==> src/rtl/lifo_pkg.sv <==
// Shared constants and helpers for the LIFO read/drain path.
package lifo_pkg;

    localparam int unsigned RD_BUF_DEPTH = 3;

    // Buffer occupancy spans 0..RD_BUF_DEPTH
    localparam int unsigned RD_CNT_W = $clog2(RD_BUF_DEPTH + 1);

    // Credits in use = occupancy plus one read still in flight from the LIFO
    localparam int unsigned RD_CREDIT_W = $clog2(RD_BUF_DEPTH + 2);

    localparam int unsigned RD_PTR_W = $clog2(RD_BUF_DEPTH);

    function automatic logic [RD_PTR_W-1:0] rd_ptr_inc(input logic [RD_PTR_W-1:0] ptr);
        if (ptr == RD_PTR_W'(RD_BUF_DEPTH - 1)) begin
            return '0;
        end
        return ptr + RD_PTR_W'(1);
    endfunction

endpackage

==> src/rtl/lifo_rd_buf.sv <==
// Small show-ahead FIFO holding words returned by the LIFO until the stream
// consumer takes them. Head is visible combinationally whenever valid_o is set.
module lifo_rd_buf
    import lifo_pkg::*;
#(
    parameter int unsigned Width = 9
) (
    input  logic                clk_i,
    input  logic                srst_i,
    input  logic                push_i,
    input  logic [Width-1:0]    push_data_i,
    input  logic                pop_i,
    output logic [Width-1:0]    head_o,
    output logic                valid_o,
    output logic [RD_CNT_W-1:0] count_o
);

    logic [Width-1:0]    mem_q [RD_BUF_DEPTH];
    logic [RD_PTR_W-1:0] wr_ptr_q;
    logic [RD_PTR_W-1:0] rd_ptr_q;
    logic [RD_CNT_W-1:0] count_q;
    logic [RD_CNT_W-1:0] count_d;
    logic                full;
    logic                do_push;
    logic                do_pop;

    assign full    = (count_q == RD_CNT_W'(RD_BUF_DEPTH));
    assign valid_o = (count_q != '0);
    assign do_pop  = pop_i && valid_o;
    // Writing a full buffer is only legal when the head leaves in the same cycle
    assign do_push = push_i && (!full || do_pop);

    always_comb begin
        count_d = count_q;
        case ({do_push, do_pop})
            2'b10:   count_d = count_q + RD_CNT_W'(1);
            2'b01:   count_d = count_q - RD_CNT_W'(1);
            default: count_d = count_q;
        endcase
    end

    always_ff @(posedge clk_i) begin
        if (srst_i) begin
            wr_ptr_q <= '0;
            rd_ptr_q <= '0;
            count_q  <= '0;
            for (int unsigned i = 0; i < RD_BUF_DEPTH; i++) begin
                mem_q[i] <= '0;
            end
        end else begin
            if (do_push) begin
                mem_q[wr_ptr_q] <= push_data_i;
                wr_ptr_q        <= rd_ptr_inc(wr_ptr_q);
            end
            if (do_pop) begin
                rd_ptr_q <= rd_ptr_inc(rd_ptr_q);
            end
            count_q <= count_d;
        end
    end

    assign head_o  = mem_q[rd_ptr_q];
    assign count_o = count_q;

    a_no_overflow: assert property (@(posedge clk_i) disable iff (srst_i)
        push_i |-> (!full || pop_i));

endmodule

==> src/rtl/lifo_stream_reader.sv <==
// Drain stage for the synchronous-read LIFO: issues reads, absorbs the one-cycle
// read latency and presents popped words on a valid/ready stream with a last tag.
module lifo_stream_reader
    import lifo_pkg::*;
#(
    parameter int unsigned DWIDTH    = 8,
    parameter int unsigned AWIDTH    = 4,
    parameter int unsigned CNT_WIDTH = 16
) (
    input  logic                 clk_i,
    input  logic                 srst_i,
    input  logic                 enable_i,
    input  logic                 lifo_empty_i,
    input  logic [AWIDTH:0]      lifo_usedw_i,
    input  logic                 lifo_wrreq_i,
    input  logic [DWIDTH-1:0]    lifo_q_i,
    output logic                 lifo_rdreq_o,
    output logic [DWIDTH-1:0]    src_data_o,
    output logic                 src_last_o,
    output logic                 src_valid_o,
    input  logic                 src_ready_i,
    output logic [CNT_WIDTH-1:0] rd_cnt_o,
    output logic                 busy_o
);

    typedef struct packed {
        logic              last;
        logic [DWIDTH-1:0] data;
    } rd_entry_t;

    localparam logic [AWIDTH:0] USEDW_ONE = (AWIDTH + 1)'(1);

    logic                   pending_q;
    logic                   pend_last_q;
    logic [CNT_WIDTH-1:0]   rd_cnt_q;
    logic [RD_CNT_W-1:0]    buf_cnt;
    logic [RD_CREDIT_W-1:0] credit_used;
    logic                   credit_ok;
    logic                   accept;
    rd_entry_t              push_entry;
    rd_entry_t              head_entry;

    // Issue decision uses only registered state and LIFO flags, never the stream side
    assign credit_used  = RD_CREDIT_W'(buf_cnt) + RD_CREDIT_W'(pending_q);
    assign credit_ok    = (credit_used < RD_CREDIT_W'(RD_BUF_DEPTH));
    assign lifo_rdreq_o = !srst_i && enable_i && !lifo_empty_i && !lifo_wrreq_i && credit_ok;

    assign accept = src_valid_o && src_ready_i;

    always_ff @(posedge clk_i) begin
        if (srst_i) begin
            pending_q   <= 1'b0;
            pend_last_q <= 1'b0;
            rd_cnt_q    <= '0;
        end else begin
            pending_q <= lifo_rdreq_o;
            if (lifo_rdreq_o) begin
                pend_last_q <= (lifo_usedw_i == USEDW_ONE);
            end
            if (accept) begin
                rd_cnt_q <= rd_cnt_q + CNT_WIDTH'(1);
            end
        end
    end

    assign push_entry.last = pend_last_q;
    assign push_entry.data = lifo_q_i;

    lifo_rd_buf #(
        .Width($bits(rd_entry_t))
    ) u_rd_buf (
        .clk_i       (clk_i),
        .srst_i      (srst_i),
        .push_i      (pending_q),
        .push_data_i (push_entry),
        .pop_i       (accept),
        .head_o      (head_entry),
        .valid_o     (src_valid_o),
        .count_o     (buf_cnt)
    );

    assign src_data_o = head_entry.data;
    assign src_last_o = head_entry.last;
    assign rd_cnt_o   = rd_cnt_q;
    assign busy_o     = pending_q || (buf_cnt != '0);

    a_rd_not_empty: assert property (@(posedge clk_i) disable iff (srst_i)
        lifo_rdreq_o |-> !lifo_empty_i);

    a_rd_not_wr: assert property (@(posedge clk_i) disable iff (srst_i)
        lifo_rdreq_o |-> !lifo_wrreq_i);

    a_stream_stable: assert property (@(posedge clk_i) disable iff (srst_i)
        (src_valid_o && !src_ready_i) |=>
            (src_valid_o && $stable(src_data_o) && $stable(src_last_o)));

    a_credit_bound: assert property (@(posedge clk_i) disable iff (srst_i)
        credit_used <= RD_CREDIT_W'(RD_BUF_DEPTH));

endmodule
==> config.mk <==
export PLATFORM = sky130hd
export DESIGN_NAME = lifo_stream_reader
export DESIGN_NICKNAME = d
export VERILOG_FILES = /design/src/rtl/lifo_pkg.sv /design/src/rtl/lifo_rd_buf.sv /design/src/rtl/lifo_stream_reader.sv
export SDC_FILE = /design/constraint.sdc
export NUM_CORES = 1
export LEC_CHECK = 0
export CORE_ASPECT_RATIO = 1.25
export CORE_MARGIN = 4
export CORE_UTILIZATION = 35
export DETAILED_ROUTE_END_ITERATION = 12
export HOLD_SLACK_MARGIN = 0.06
export SLEW_MARGIN = 20
export SYNTH_ARGS = -nofsm -noshare
export SYNTH_HDL_FRONTEND = slang
export SYNTH_SLANG_ARGS = --single-unit
==> constraint.sdc <==
create_clock -name clk_i -period 4.55 [get_ports clk_i]
set_input_delay 0.91 -clock clk_i [delete_from_list [all_inputs] [get_ports clk_i]]
set_output_delay 0.91 -clock clk_i [all_outputs]
set_load 0.01 [all_outputs]
==> Word level (Yosys, flattened, before mapping) <==
Memories as Yosys holds them, arrays and structs flattened. A register that Yosys moved wholly into a read port is not among the register bits.
Cells that the tools add are included.
{ "totals": {"elab_cells": 57, "mem_count": 1, "reg_bits": 24, "output_inout_bits": 28, "inputBits": 19, "ram_bits": 27} }
{ "classes": {"n_reduce_logical": 16, "eq_ne": 6, "add_sub_neg": 6, "n_mux": 21, "order_cmp": 1} }
{ "memory_table": {"columns": ["name", "depth", "word_bits", "read_ports", "rd_ports_with_merged_regs", "write_ports", "line_no", "text"], "rows": [
  ["u_rd_buf.mem_q", 3, 9, 1, 1, 3, "lifo_rd_buf.sv:18", "logic [Width-1:0] mem_q [RD_BUF_DEPTH];"]
]} }
{ "ops": {"columns": ["cell", "n"], "rows": [
  ["adder 16 x 1 -> 16 bit, second input constant", 1],
  ["2-to-1 mux 2 bit", 7],
  ["2-to-1 mux 1 bit", 12],
  ["2-to-1 mux 9 bit", 1],
  ["OR reduction 9 bit", 1],
  ["equality test 2 bit, second input constant", 4],
  ["logical AND 1 bit", 7],
  ["adder 2 x 1 -> 2 bit, second input constant", 3],
  ["equality test 5 x 1 -> 1 bit, second input constant", 1],
  ["zero test 1 bit", 4],
  ["one-hot mux 2 bit (2 select lines)", 1],
  ["nonzero test 2 bit", 2],
  ["adder 2 x 1 -> 3 bit", 1],
  ["< comparator 3 x 2 -> 1 bit, second input constant", 1],
  ["equality test 2 x 1 -> 1 bit, second input constant", 1],
  ["logical OR 1 bit", 2],
  ["subtractor 2 x 1 -> 2 bit, second input constant", 1]
]} }

==> Longest topological paths before layout <==
Gate-level depths: netlist of run 1.
{ "logic_depth": {"ltp_word": 10, "ltp_mapped": 6, "mapped_depth_nobuf": 6} }

==> By module <==
Synthesis of run 1 repeated with hierarchy kept, for this count alone.
{ "unflattened": {"hier_cells": 212, "area_unflattened_um2": 2728.9} }
{ "modules_own_cells": {"columns": ["mod", "cells_each", "instances", "area_per_inst_um2", "seq_area_each_um2"], "rows": [
  ["lifo_rd_buf", 117, 1, 1858.0, 1241.2],
  ["lifo_stream_reader", 95, 1, 870.8, 360.3]
]} }

==> Worst setup path after synthesis of run 1 <==
Ideal clock, no wire load.
{ "synth_path": {"path_kind": "input to register", "from": "in src_ready_i", "to": "mem u_rd_buf.mem_q[2][0] (enable)", "path_stages": 4, "required_time_ns": 4.237, "setup_ns": 0.313, "t_arrival_ns": 2.197, "slack_ns": 2.040, "n_path_buf": 1, "cell_sequence": "buf_2 > o21ai_1 > nor4b_1 > or2_2"} }
{ "synth_rtl": {"columns": ["element", "line_no", "text"], "rows": [
  ["start: declaration", "lifo_stream_reader.sv:21", "input logic src_ready_i,"],
  ["end: declaration", "lifo_rd_buf.sv:18", null]
]} }

==> Final worst setup path of run 1 <==
{ "layout_path": {"from": "reg u_rd_buf.count_q[0] (netlist: u_rd_buf.count_o[0])", "to": "out lifo_rdreq_o"} }
{ "layout_between": {"elab_chain_cells": 3} }
{ "layout_rtl": {"columns": ["element", "line_no", "text"], "rows": [
  ["start: declaration", "lifo_rd_buf.sv:21", "logic [RD_CNT_W-1:0] count_q;"],
  ["start signal: assignment", "lifo_rd_buf.sv:58", "count_q <= count_d;"],
  ["adder 2 x 1 -> 3 bit", "lifo_stream_reader.sv:44", "assign credit_used = RD_CREDIT_W'(buf_cnt) + RD_CREDIT_W'(pending_q);"],
  ["< comparator 3 x 2 -> 1 bit", "lifo_stream_reader.sv:45", "assign credit_ok = (credit_used < RD_CREDIT_W'(RD_BUF_DEPTH));"],
  ["logical AND 1 bit", "lifo_stream_reader.sv:46", "assign lifo_rdreq_o = !srst_i && enable_i && !lifo_empty_i && !lifo_wrreq_i && credit_ok;"],
  ["end: declaration", "lifo_stream_reader.sv:17", "output logic lifo_rdreq_o,"]
]} }
No other way between the ends.

==> flow_results.org, run 1 <==
** Status
- Run status :: finished clean

** Worst setup path
- Cell family with most CP delay :: buffers and inverters
- Element type at the critical path end :: primary output
- The worst setup path is of the register to primary output kind.
- Maximum fanout encountered on the critical timing path :: 12
- Critical Path Max Stage Delay :: 0.55 ns
- In this run the critical register-to-register path is launched from u_rd_buf.count_o[0]$_SDFFE_PP0P_.
- Master of the slowest instance on the critical path :: sky130_fd_sc_hd__clkdlybuf4s50_1
- Worst reg2reg setup slack :: about 2.5 ns
- Arrival time at the worst endpoint :: 2.32 ns
- The endpoint identified for the worst register-to-register timing path is u_rd_buf.mem_q[2][6]$_SDFFCE_PN0P_.
- CP Launch Type :: register
- In this design, the critical path's most frequently occurring cell is sky130_fd_sc_hd__ha_1.
- Logic depth of the worst register-to-register path :: 5
- Buffer and inverter count on the worst path :: 1
- Traced cell by cell, the critical path runs through ha_1, ha_1, a211oi_1, and3_1, clkdlybuf4s50_1.
- STA puts the critical path data required time at between 3 and 4 ns.

** Floorplanning
- Die area :: ~9200 um2
- Die width :: 86.56 um
- From bottom edge to top edge, the die measures ~110 um.
- Pin placement for this block handled between 40 and 50 I/O pins.
- Placement Rows :: 35
- For this configuration, the core starts out at a cell density of 0.3627.
- Core box area :: 7445 um2

** Synthesis
- A synthesized cell averages between 10 and 15 um2.
- Distinct cell type count of the synthesized netlist :: 40
- #FFs+latches synth :: 62
- The number of nets handed over by synthesis was about 240.
- In the synthesized netlist the async set-or-reset flop fraction comes to 0.
- After synthesis the cells add up to 2700 um2.
- Number of flops mapped to enable cells by yosys :: 36
- Of the synthesized area, sequential elements account for 0.5931.
- In the synthesized netlist the dominant register cell turns out to be sky130_fd_sc_hd__edfxtp_1.
- During synthesis, Yosys emitted a total of 0 warnings.
- Syn Inst Count :: between 200 and 250

** CTS
- Buffers added to address setup during post-CTS repair amount to 0.
- For the worst-skew pair, the clock arrives at the later sink with an insertion delay of roughly 0.33 ns.
- After clock tree synthesis, the flow added hold-fix buffers numbering 0.
- Clock transition at the register clock pins on the worst setup and hold paths after CTS :: approximately 0.070 ns
- The number of gates resized after CTS was 0.
- TritonCTS built the clock tree.
- Clk Tree Root Cell :: sky130_fd_sc_hd__clkbuf_8
- TritonCTS created 9 clock buffers.
- Clock Sink Count :: 62
- H-Tree Level Count :: 3
- Counting along the longest clock path gives a buffer depth of 2.

** Place
- Final GP Congestion :: 0.7058
- HPWL after DPL :: between 3 and 4 mm
- Post-placement cell area :: 3266 um2
- Count of buffers from port buffering :: between 40 and 50
- Cells after DPL :: around 350

** Pwr
- For this design the ratio of total power to cell area is 350.5 nW/um2.
- Across the VDD grid, the largest voltage drop is 0.0001958 V.
- After layout, the design draws a total of 1.225 mW.
- Summed over all cells, the static leakage comes to ~1.2 nW.

** Min path
- The path class of the tightest hold or removal check is register to register.
- Number of instances on the worst hold path :: 2
- The path with the worst hold slack has its endpoint at rd_cnt_o[15]$_SDFFE_PP0P_.
- The startpoint identified for the worst hold timing path is rd_cnt_o[15]$_SDFFE_PP0P_.

** Timing
- Max Freq :: ~310 MHz
- Final-report setup violation count :: 0
- The number of pins with negative max-slew slack in the final report was 0.
- Final sum of negative setup slack :: 0 ns
- The worst pin sits at a relative slew slack of 0.4076.
- Setup repair after global routing left no endpoint under its margin.
- Minimum clock period after layout :: 3.227 ns
- At the pin with the least slew margin, the transition time is 0.8868 ns.
- For the final database, setup skew stands at 0.006710 ns.
- Part of the cycle the worst path needs :: 0.7093
- Final count of hold timing violations :: 0

** Cells and area
- After filler insertion, the fill cell instance count of the layout stands at between 600 and 700.
- Area delta synth->final :: 29.43%
- Final cell area excluding filler cells :: ~3500 um2
- Summing all flip-flop and latch instances after layout gives about 1600 um2.
- Number of cells in the finished layout apart from fillers :: between 300 and 400
- Number of antenna diodes :: 0
- Ratio of cells with drive above 1 in the final layout :: 0.1151
- Nets :: approximately 300
- Summing all multi-input logic gate instances after layout gives about 1000 um2.

** GRT
- The initial antenna violation count is 0.
- Total global-route track usage :: 0.1288
- The first global-routing pass estimated approximately 9.0 mm of wire.
- The number of global-route vias before repair was between 1500 and 2000.
- Pin count of the biggest net entering global routing :: 32
- Summed over all layers, the global routing overflow is 0.

** Route
- The routed design has ~5.5 mm of wire.
- Number of search-and-repair iterations in the first detailed-routing pass :: 4
- For this run, design rule violations remaining after detail routing come to 0.
- Detailed routing inserted a total of ~1900 vias.
- For this block, the initial DRC count from the detailed router was 58.
- Once detail routing completed, the nets flagged for antenna violations numbered 0.
- Wire length per cell :: 14.77 um
- After detailed routing, the number of vias per cell comes to around 5.

** Job
- The tool flagged a number of max-cap violations equal to 0.
placed cells by master, fill, tap and decap left out, types with 4 or more instances in the layout:
cell	count
sky130_fd_sc_hd__clkdlybuf4s50_1	46
sky130_fd_sc_hd__edfxtp_1	36
sky130_fd_sc_hd__dfxtp_1	26
sky130_fd_sc_hd__and2_1	25
sky130_fd_sc_hd__nor2_1	18
sky130_fd_sc_hd__a21oi_1	13
sky130_fd_sc_hd__mux4_2	9
sky130_fd_sc_hd__clkbuf_8	9
sky130_fd_sc_hd__nand2_1	7
sky130_fd_sc_hd__xnor2_1	7
sky130_fd_sc_hd__and3_1	6
sky130_fd_sc_hd__inv_1	6
sky130_fd_sc_hd__nor3_1	6
sky130_fd_sc_hd__nand2b_1	5
sky130_fd_sc_hd__nand3_1	5
sky130_fd_sc_hd__o21ai_0	5
sky130_fd_sc_hd__nor4_1	4
cells in the mapped netlist, types with 2 or more instances:
cell,count,area share
sky130_fd_sc_hd__a21oi_1,13,0.024
sky130_fd_sc_hd__and2_1,25,0.058
sky130_fd_sc_hd__and3_1,6,0.014
sky130_fd_sc_hd__buf_2,2,0.0037
sky130_fd_sc_hd__clkbuf_1,5,0.0070
sky130_fd_sc_hd__dfxtp_1,26,0.19
sky130_fd_sc_hd__edfxtp_1,36,0.40
sky130_fd_sc_hd__ha_1,3,0.014
sky130_fd_sc_hd__inv_1,6,0.0083
sky130_fd_sc_hd__mux2i_1,2,0.0074
sky130_fd_sc_hd__mux4_2,9,0.075
sky130_fd_sc_hd__nand2_1,7,0.0097
sky130_fd_sc_hd__nand2b_1,5,0.012
sky130_fd_sc_hd__nand3_1,5,0.0093
sky130_fd_sc_hd__nor2_1,18,0.025
sky130_fd_sc_hd__nor2b_1,2,0.0046
sky130_fd_sc_hd__nor3_1,6,0.011
sky130_fd_sc_hd__nor4_1,4,0.0093
sky130_fd_sc_hd__o21ai_0,5,0.0093
sky130_fd_sc_hd__o21ai_1,2,0.0037
sky130_fd_sc_hd__o31ai_1,2,0.0056
sky130_fd_sc_hd__or2_2,3,0.0070
sky130_fd_sc_hd__or3_1,3,0.0070
sky130_fd_sc_hd__or3_2,2,0.0056
sky130_fd_sc_hd__or4_1,2,0.0056
sky130_fd_sc_hd__xnor2_1,7,0.023
sky130_fd_sc_hd__xor2_1,2,0.0065
layer usage:
layer,up-vias,wire length (um),global-route usage,share of wire
li1,912,-,-,-
met1,882,2392,0.1583,0.44
met2,44,2734,0.2095,0.50
met3,12,222,0.02946,0.041
met4,0,117,0.06459,0.021
met5,-,0,0,0
worst max path at each step:
stage          slack [ns]                            endpoint                        startpoint  cells past startpoint
6_report             1.32                        lifo_rdreq_o  u_rd_buf.count_o[0]$_SDFFE_PP0P_                      5
5_1_grt              1.15                        lifo_rdreq_o  u_rd_buf.count_o[0]$_SDFFE_PP0P_                      5
4_1_cts              1.28                        lifo_rdreq_o  u_rd_buf.count_o[0]$_SDFFE_PP0P_                      5
3_5_place_dp         1.29                        lifo_rdreq_o                            srst_i                      4
3_3_place_gp         1.35                        lifo_rdreq_o                            srst_i                      4
2_1_floorplan        2.04  u_rd_buf.mem_q[2][0]$_SDFFCE_PN0P_                       src_ready_i                      4
through the flow:
step,hold slack (ns),setup WS (ns),util
finish,0.4833,1.323,0.4694
CTS,0.4861,1.280,0.4694
detailed placement,0.4750,1.294,0.4387
global placement,0.4702,1.349,0.4387
floorplan,0.4487,2.040,-
global route,0.5167,1.153,0.4694
worst reg2reg max path, stage by stage (launching register included):
cell and delay (ns):
sky130_fd_sc_hd__dfxtp_1 0.54, sky130_fd_sc_hd__nand2_1 0.09, sky130_fd_sc_hd__o21ai_1 0.43, sky130_fd_sc_hd__nor4b_1 0.10, sky130_fd_sc_hd__buf_4 0.20, sky130_fd_sc_hd__or2_2 0.41
logic make-up (layout without fill, tap and decap cells):
group	count (synthesis)	after routing	synth area share
XOR/XNOR	9	9	0.02920
adder cells (fa/ha/maj)	3	3	0.01390
multiplexers	11	11	0.08248
flip-flops	62	62	0.5931
buffers and inverters	14	71	0.02039
AO/OA/AOI/OAI	29	29	0.06302
AND/OR/NAND/NOR	93	93	0.1979
state kept, by name, summed over array words and instances, names as in the netlist, named ones only:
register and flops:
pending_q 1, u_rd_buf.mem_q 36, rd_cnt_o 16, pend_last_q 1
u_rd_buf.wr_ptr_q 2, u_rd_buf.count_o 2, u_rd_buf.rd_ptr_q 2
report_power, final:
| part | switching (mW) | internal (mW) |
|---|---|---|
| logic | 0.0249 | 0.0321 |
| registers | 0.00443 | 0.602 |
| clock network | 0.201 | 0.361 |
| total | 0.230 | 0.995 |
final cells by class:
cell class	count	area share
Clock buffer	11	0.03759
Clock inverter	5	0.02793
Inverter	6	0.006445
Multi-Input combinational cell	145	0.2986
Sequential cell	62	0.4583
Tap cell	92	0.03294
Timing Repair Buffer	49	0.1382
Power figures use the tool's default switching activity.
==> inputs of run 2 (changes only) <==
Clock period 4.55 ns to 3.08 ns, I/O delays scaled along.
==> flow_results.org, run 2 (synthesized netlist as in run 1, its figures left out) <==
** Cells and area
- Leaving out fill and tap cells, the most frequent cell in the layout is sky130_fd_sc_hd__clkdlybuf4s50_1.
- Number of antenna diodes :: 0 (unchanged)
- Nets :: 298 (+1.0%)
- Max reg flops :: 36 (unchanged)
- Most frequent cells in the layout :: sky130_fd_sc_hd__clkdlybuf4s50_1 (46), sky130_fd_sc_hd__edfxtp_1 (36), sky130_fd_sc_hd__dfxtp_1 (26)
- Area delta synth->final :: 28.45%
- Ratio of cells with drive above 1 in the final layout :: 0.1281 (+0.01301)
- Reg with most FFs :: u_rd_buf.mem_q
- The utilization after layout is 0.4659 (-0.003530).

** Floorplanning
- The floorplan row count was 35 (unchanged).
- The die area is 9193 um2 (unchanged).
- The die height came to 106.2 um (unchanged).
- The core area was 7445 um2 (unchanged).
- The initial standard-cell utilization of the core came to 0.3627 (unchanged).
- The number of placed I/O pins is 47 (unchanged).
- Die width :: 86.56 um (unchanged)

** Worst setup path
- In this run the worst setup path begins at u_rd_buf.count_o[0]$_SDFFE_PP0P_.
- Critical path cell sequence :: ha_1, ha_1, a211oi_1, and3_1, clkdlybuf4s50_1
- The sum of buffers and inverters on the critical path came to 1 (unchanged).
- Origin of the critical flop-to-flop path :: rd_cnt_o[3]$_SDFFE_PP0P_
- The arrival time of the worst setup path came to 2.29 ns (-0.03 ns).
- Reg-to-Reg End :: rd_cnt_o[14]$_SDFFE_PP0P_
- The minimum setup slack among reg-to-reg paths was 1.12 ns (-1.38 ns).
- Element type at the critical path end :: primary output
- Capture point of the worst path :: lifo_rdreq_o
- Cell family with most CP delay :: buffers and inverters
- The largest fanout on the critical path was 12 (unchanged).
- CP Launch Type :: register
- Logic depth of the worst register-to-register path :: 4 (-1)
- The critical path is of the register to primary output type.
- The slowest stage of the critical path is the sky130_fd_sc_hd__clkdlybuf4s50_1 cell.
- The highest cell delay on the worst timing path is 0.55 ns (about the same).
- Most frequent cell on the critical path :: sky130_fd_sc_hd__ha_1
- The data required time at the worst endpoint is 2.46 ns (-1.18 ns).
- Stages on the worst setup path :: 5 (unchanged)

** Timing
- The worst relative slew slack was 0.5717 (+0.1641).
- The worst path needs just under 3 ns of the cycle, external delays included.
- Clock Skews :: 0.004690 ns (-0.002019 ns)
- Pin slew with the least headroom to its limit :: 0.6382 ns (-0.2486 ns)
- Unrepaired setup endpoints after global routing :: no
- The setup violation total in the final timing report is 0 (unchanged).
- Count of final max-slew check failures :: 0 (unchanged)
- The total negative setup slack was 0 ns (unchanged).
- For this run, the top clock speed supported by timing is 343.7 MHz.
- Part of the cycle the worst path needs :: 0.9448
- The final hold violation count was 0 (unchanged).

** Status
- The flow ran to the end, and the final reports show no timing, DRC or antenna violations.

** CTS
- Inserted Clock Buffers :: 9 (unchanged)
- The clock-pin slew reported for the worst setup and hold paths after clock tree synthesis was 0.06 ns (about the same).
- Clock Sink Count :: 62 (unchanged)
- The clock insertion delay at the later pin of the skew report is 0.33 ns (about the same).
- Hold-fix buffers, CTS :: 0 (unchanged)
- H-Tree Level Count :: 3 (unchanged)
- The tree is rooted in a sky130_fd_sc_hd__clkbuf_8.
- The number of buffers on the longest clock path was 2 (unchanged).
- CTS tree :: done
- Post_cts resized :: 0 (unchanged)
- Count of buffers added by post-CTS timing repair for setup :: 0 (unchanged)

** Route
- The initial DRC count was 29 (-50%).
- The total routed wirelength came to 5.590 mm (+2.3%).
- Residual antenna-violating net count after detailed routing :: 0 (unchanged)
- The average via count per standard cell came to 4.973 (-0.54%).
- The number of iterations in the first detailed-routing pass was 4 (unchanged).
- Via Count :: 1855 (+0.27%)
- The routed wirelength normalized by instance count was 14.99 um (+1.4%).
- DRC errors left :: 0 (unchanged)

** Min path
- The worst hold path belongs to the class register to register.

** Place
- The placer's final routability congestion estimate came to 0.6943 (-1.6%).
- The placed wire-length estimate was 3.830 mm (+3.6%).
- Count of buffers from port buffering :: 46 (unchanged)

** Pwr
- The power density of the placed cells was 475.0 nW/um2 (+36%).
- Pwr Total :: 1.647 mW (+35%)
- The largest voltage drop on the vdd net is 0.0002087 V (+6.6%).
- Lkg Pwr :: 1.220 nW (-0.16%)

** GRT
- Pin count of the biggest net entering global routing :: 32 (unchanged)
- The aggregate global routing overflow is 0 (unchanged).
- The overall global routing resource usage came to 0.1295 (+0.0007241).
- The number of global-route vias before repair came to 1933 (+4.8%).
- First-pass GRT wire length :: 9.073 mm (+0.31%)
- Number of antenna violations at the first check in global routing :: 0 (unchanged)

** Job
- Max_cap viols :: 0 (unchanged)
==> run 2: cell count changes in the layout (fill, tap and decap cells not counted), sizes merged <==
cell,previous run,this run
buf,3,6
clkinv,2,5
bufinv,3,1
clkbuf,11,10
==> run 2: worst min path at each step <==
stage / slack (ns) / depth (start not counted) / to / start
floorplan: 0.45 / 0 / u_rd_buf.mem_q[3][8]$_DFFE_PP_ / pend_last_q$_SDFFE_PP0P_
global placement: 0.47 / 2 / rd_cnt_o[15]$_SDFFE_PP0P_ / rd_cnt_o[15]$_SDFFE_PP0P_
detailed placement: 0.48 / 2 / rd_cnt_o[15]$_SDFFE_PP0P_ / rd_cnt_o[15]$_SDFFE_PP0P_
CTS: 0.49 / 2 / rd_cnt_o[15]$_SDFFE_PP0P_ / rd_cnt_o[15]$_SDFFE_PP0P_
global route: 0.53 / 2 / register / u_rd_buf.rd_ptr_q[1]$_SDFFE_PP0N_
finish: 0.48 / 2 / rd_cnt_o[15]$_SDFFE_PP0P_ / rd_cnt_o[15]$_SDFFE_PP0P_
==> run 2: worst min-delay path, stage by stage (launching register included) <==
cell,delay (ns)
sky130_fd_sc_hd__dfxtp_1,0.32
sky130_fd_sc_hd__o31ai_1,0.06
sky130_fd_sc_hd__a21oi_1,0.05
==> run 2: area by class of cell <==
| type | instances | area [um2] |
|---|---|---|
| Fill cell | 720 | 3976 |
| Clock buffer | 10 | 127.6 |
| Clock inverter | 6 | 52.55 |
| Inverter | 6 | 22.52 |
| Sequential cell | 62 | 1602 |
| Timing Repair Buffer | 52 | 505.5 |
| Multi-Input combinational cell | 145 | 1044 |
| Tap cell | 92 | 115.1 |
==> run 2: per-layer routing <==
metal / track usage / routed length (um) / share of wire / vias up
li1: - / - / - / 918
met1: 0.1470 / 2378 / 0.43 / 883
met2: 0.2254 / 2865 / 0.51 / 41
met3: 0.02868 / 232 / 0.042 / 13
met4: 0.06347 / 114 / 0.020 / 0
met5: 0 / 0 / 0 / -
==> run 2: where the power goes <==
group | internal [mW] | total (mW) | switching, mW
Combinational | 0.0485 | 0.0865 | 0.0380
Clock | 0.364 | 0.666 | 0.302
Sequential | 0.889 | 0.895 | 0.00573
Total | 1.30 | 1.65 | 0.346
==> run 2: stage by stage <==
stage / hold WS [ns] / instance area [um2] / worst slack (ns) / cells
floorplan: 0.4487 / 2700 / 0.8637 / 221
global placement: 0.4692 / 3288 / 0.4568 / 357
detailed placement: 0.4813 / 3288 / 0.4138 / 357
CTS: 0.4889 / 3468 / 0.1278 / 373
global route: 0.5255 / 3468 / 0.003298 / 373
finish: 0.4823 / 3468 / 0.1701 / 373
==> inputs of run 3 (changes only) <==
Settings changed: CORE_ASPECT_RATIO 1.25 to unset, CORE_UTILIZATION 35 to 47, PLACE_DENSITY set to 0.75.
Clock period 3.08 ns to 2.67 ns, I/O delays scaled along.
==> flow_results.org, run 3 (synthesized netlist as in run 1, its figures left out) <==
** Timing
- Setup repair after global routing left no endpoint under its margin.
- The worst hold margin is 0.4844 ns (+0.002078 ns).
- The number of pins with negative max-slew slack in the final report is 0 (unchanged).
- The total negative setup slack is 0 ns (unchanged).
- The setup violation total in the final timing report is 0 (unchanged).
- Minimum clock period after layout :: approximately 2.4 ns
- The final hold violation count was 0 (unchanged).
- Pin slew with the least headroom to its limit :: 0.6299 ns (-0.008325 ns)
- Max Freq :: approximately 400 MHz
- Clock Skews :: 0.009700 ns (+0.005010 ns)
- Worst max-slew margin expressed relative to the limit :: 0.5768 (+0.005174)
- Part of the cycle the worst path needs :: 0.9145

** Worst setup path
- Critical Path Max Stage Delay :: 0.55 ns (about the same)
- The data required time at the worst endpoint is 2.14 ns (-0.32 ns).
- The largest fanout on the critical path is 9 (-3).
- Arrival time at the worst endpoint :: 1.91 ns (-0.38 ns)
- The minimum setup slack among reg-to-reg paths is 0.72 ns (-0.40 ns).
- Critical path cell sequence :: buf_4, mux4_2, clkdlybuf4s50_1
- Logic depth of the worst register-to-register path :: 4 (unchanged)
- Buffer and inverter count on the worst path :: 2 (+1)
- Cell family with most CP delay :: buffers and inverters
- The slowest stage of the critical path is the sky130_fd_sc_hd__mux4_2 cell.
- STA classifies the critical path endpoint as a primary output.
- In this run the critical register-to-register path is captured at rd_cnt_o[15]$_SDFFE_PP0P_.
- Stages on the worst setup path :: 3 (-2)
- Critical path class :: register to primary output
- In this run the critical register-to-register path is launched from rd_cnt_o[3]$_SDFFE_PP0P_.
- STA classifies the critical path startpoint as a register.

** Route
- The total routed wirelength was 5.349 mm (-4.3%).
- Number of DRC violations after detailed-routing iteration 0 :: 112 (+290%)
- The DRC violation count after routing is 0 (unchanged).
- The average via count per standard cell came to 5.270 (+6.0%).
- The overall via count from detail_route came to 1876 (+1.1%).
- The number of iterations in the first detailed-routing pass came to 4 (unchanged).
- The routed wirelength normalized by instance count is 15.03 um (+0.26%).
- The count of nets left with antenna violations after detail routing was 0 (unchanged).

** Place
- HPWL after DPL :: 3.613 mm (-5.7%)
- The placer's final routability congestion estimate was 0.7837 (+13%).
- Count of buffers from port buffering :: 46 (unchanged)

** Cells and area
- The top cell types in the final layout, fill and taps aside, are sky130_fd_sc_hd__clkdlybuf4s50_1 (45), sky130_fd_sc_hd__edfxtp_1 (36), sky130_fd_sc_hd__dfxtp_1 (26).
- The register with the most flip-flops in the final layout is u_rd_buf.mem_q.
- Compared with the post-synthesis result, the final layout area differs by 28.92%.
- Nets :: 301 (+1.0%)
- Ratio of cells with drive above 1 in the final layout :: 0.1479 (+0.01977)
- The number of flip-flops in the largest register came to 36 (unchanged).
- The utilization after layout is 0.6283 (+0.1624).
- Number of antenna diodes :: 0 (unchanged)
- The library cell used most frequently in the layout, excluding fill and tap cells, is sky130_fd_sc_hd__clkdlybuf4s50_1.

** CTS
- H-Tree Level Count :: 3 (unchanged)
- The number of clock buffers inserted by TritonCTS came to 9 (unchanged).
- Clock transition at the register clock pins on the worst setup and hold paths after CTS :: 0.06 ns (about the same)
- Clock Sink Count :: 62 (unchanged)
- Clk Tree Root Cell :: sky130_fd_sc_hd__clkbuf_8
- TritonCTS built the clock tree.
- The number of hold buffers added after cts came to 0 (unchanged).
- The clock insertion delay at the later pin of the skew report is 0.34 ns (about the same).
- Buffer depth of the longest clock path :: 2 (unchanged)

** GRT
- The wire length of the first global-routing pass is 9.156 mm (+0.91%).
- Total global-route track usage :: 0.1680 (+0.03848)
- The aggregate global routing overflow was 0 (unchanged).
- The maximum number of pins on one net before global-route repair was 32 (unchanged).
- The number of global-route vias before repair came to 1914 (-0.98%).
- Number of antenna violations at the first check in global routing :: 0 (unchanged)

** Floorplanning
- The number of placed I/O pins was 47 (unchanged).
- The width of the die is 83.80 um (-3.2%).
- The core area came to 5540 um2 (-26%).
- The initial standard-cell utilization of the core came to 0.4874 (+0.1247).
- Placement Rows :: 27 (-23%)
- Die area :: 7022 um2 (-24%)
- The die height is 83.80 um (-21%).

** Pwr
- The power density of the placed cells came to 552.6 nW/um2 (+16%).
- Lkg Pwr :: 1.237 nW (+1.5%)
- Worst vdd rail ir drop :: 0.0003271 V (+57%)
- Pwr Total :: 1.923 mW (+17%)

** Job
- Max_cap viols :: 0 (unchanged)

** Min path
- The worst hold path terminates at rd_cnt_o[15]$_SDFFE_PP0P_.
- Source of the worst hold timing path :: rd_cnt_o[15]$_SDFFE_PP0P_
- The worst hold path cell count came to 2 (unchanged).
- In this run the worst hold path is classified as register to register.

** Status
- Run status :: finished clean
==> run 3: worst min-delay path, stage by stage, from the launching register on <==
cell and delay, ns:
sky130_fd_sc_hd__dfxtp_1 0.32, sky130_fd_sc_hd__o31ai_1 0.06, sky130_fd_sc_hd__a21oi_1 0.06
==> run 3: worst max path at each step <==
stage                               startpoint                                  to  slack [ns]
after floorplan                    src_ready_i  u_rd_buf.mem_q[2][0]$_SDFFCE_PN0P_        0.54
after global placement                  srst_i                        lifo_rdreq_o        0.20
after detailed placement                srst_i                        lifo_rdreq_o        0.18
after CTS                             register                       src_data_o[3]        0.19
after global routing      pending_q$_SDFF_PP0_                        lifo_rdreq_o        0.14
final                                 register                       src_data_o[3]        0.23
==> run 3: stage by stage <==
step,cells,setup slack (ns),area [um2]
6_report,356,0.2284,3481
5_1_grt,356,0.1402,3481
4_1_cts,356,0.1919,3481
3_5_place_dp,339,0.1787,3278
3_3_place_gp,339,0.2004,3278
2_1_floorplan,221,0.5357,2700
==> run 3: repair_timing <==
action                                  CTS  global route
gates resized for setup                   2             0
buffers inserted                          1             0
endpoints found under the setup margin    1             0
==> run 3: where the power goes <==
| part | total, mW | switching, mW | internal, mW |
|---|---|---|---|
| sequential | 1.03 | 0.00654 | 1.03 |
| combinational | 0.100 | 0.0437 | 0.0568 |
| clock | 0.791 | 0.362 | 0.429 |
| total | 1.92 | 0.412 | 1.51 |
==> run 3: area by class of cell <==
type / instances / area (um2)
Multi-Input combinational cell: 145 / 1049
Timing Repair Buffer: 55 / 526.8
Tap cell: 72 / 90.09
Clock buffer: 10 / 127.6
Sequential cell: 62 / 1602
Clock inverter: 6 / 63.81
Fill cell: 447 / 2059
Inverter: 6 / 22.52
==> run 3: routing by layer <==
metal | vias to the layer above | GRT usage | share of wire
li1 | 924 | - | -
met1 | 896 | 0.2254 | 0.47
met2 | 48 | 0.2516 | 0.46
met3 | 8 | 0.05331 | 0.049
met4 | 0 | 0.07018 | 0.015
met5 | - | 0 | 0
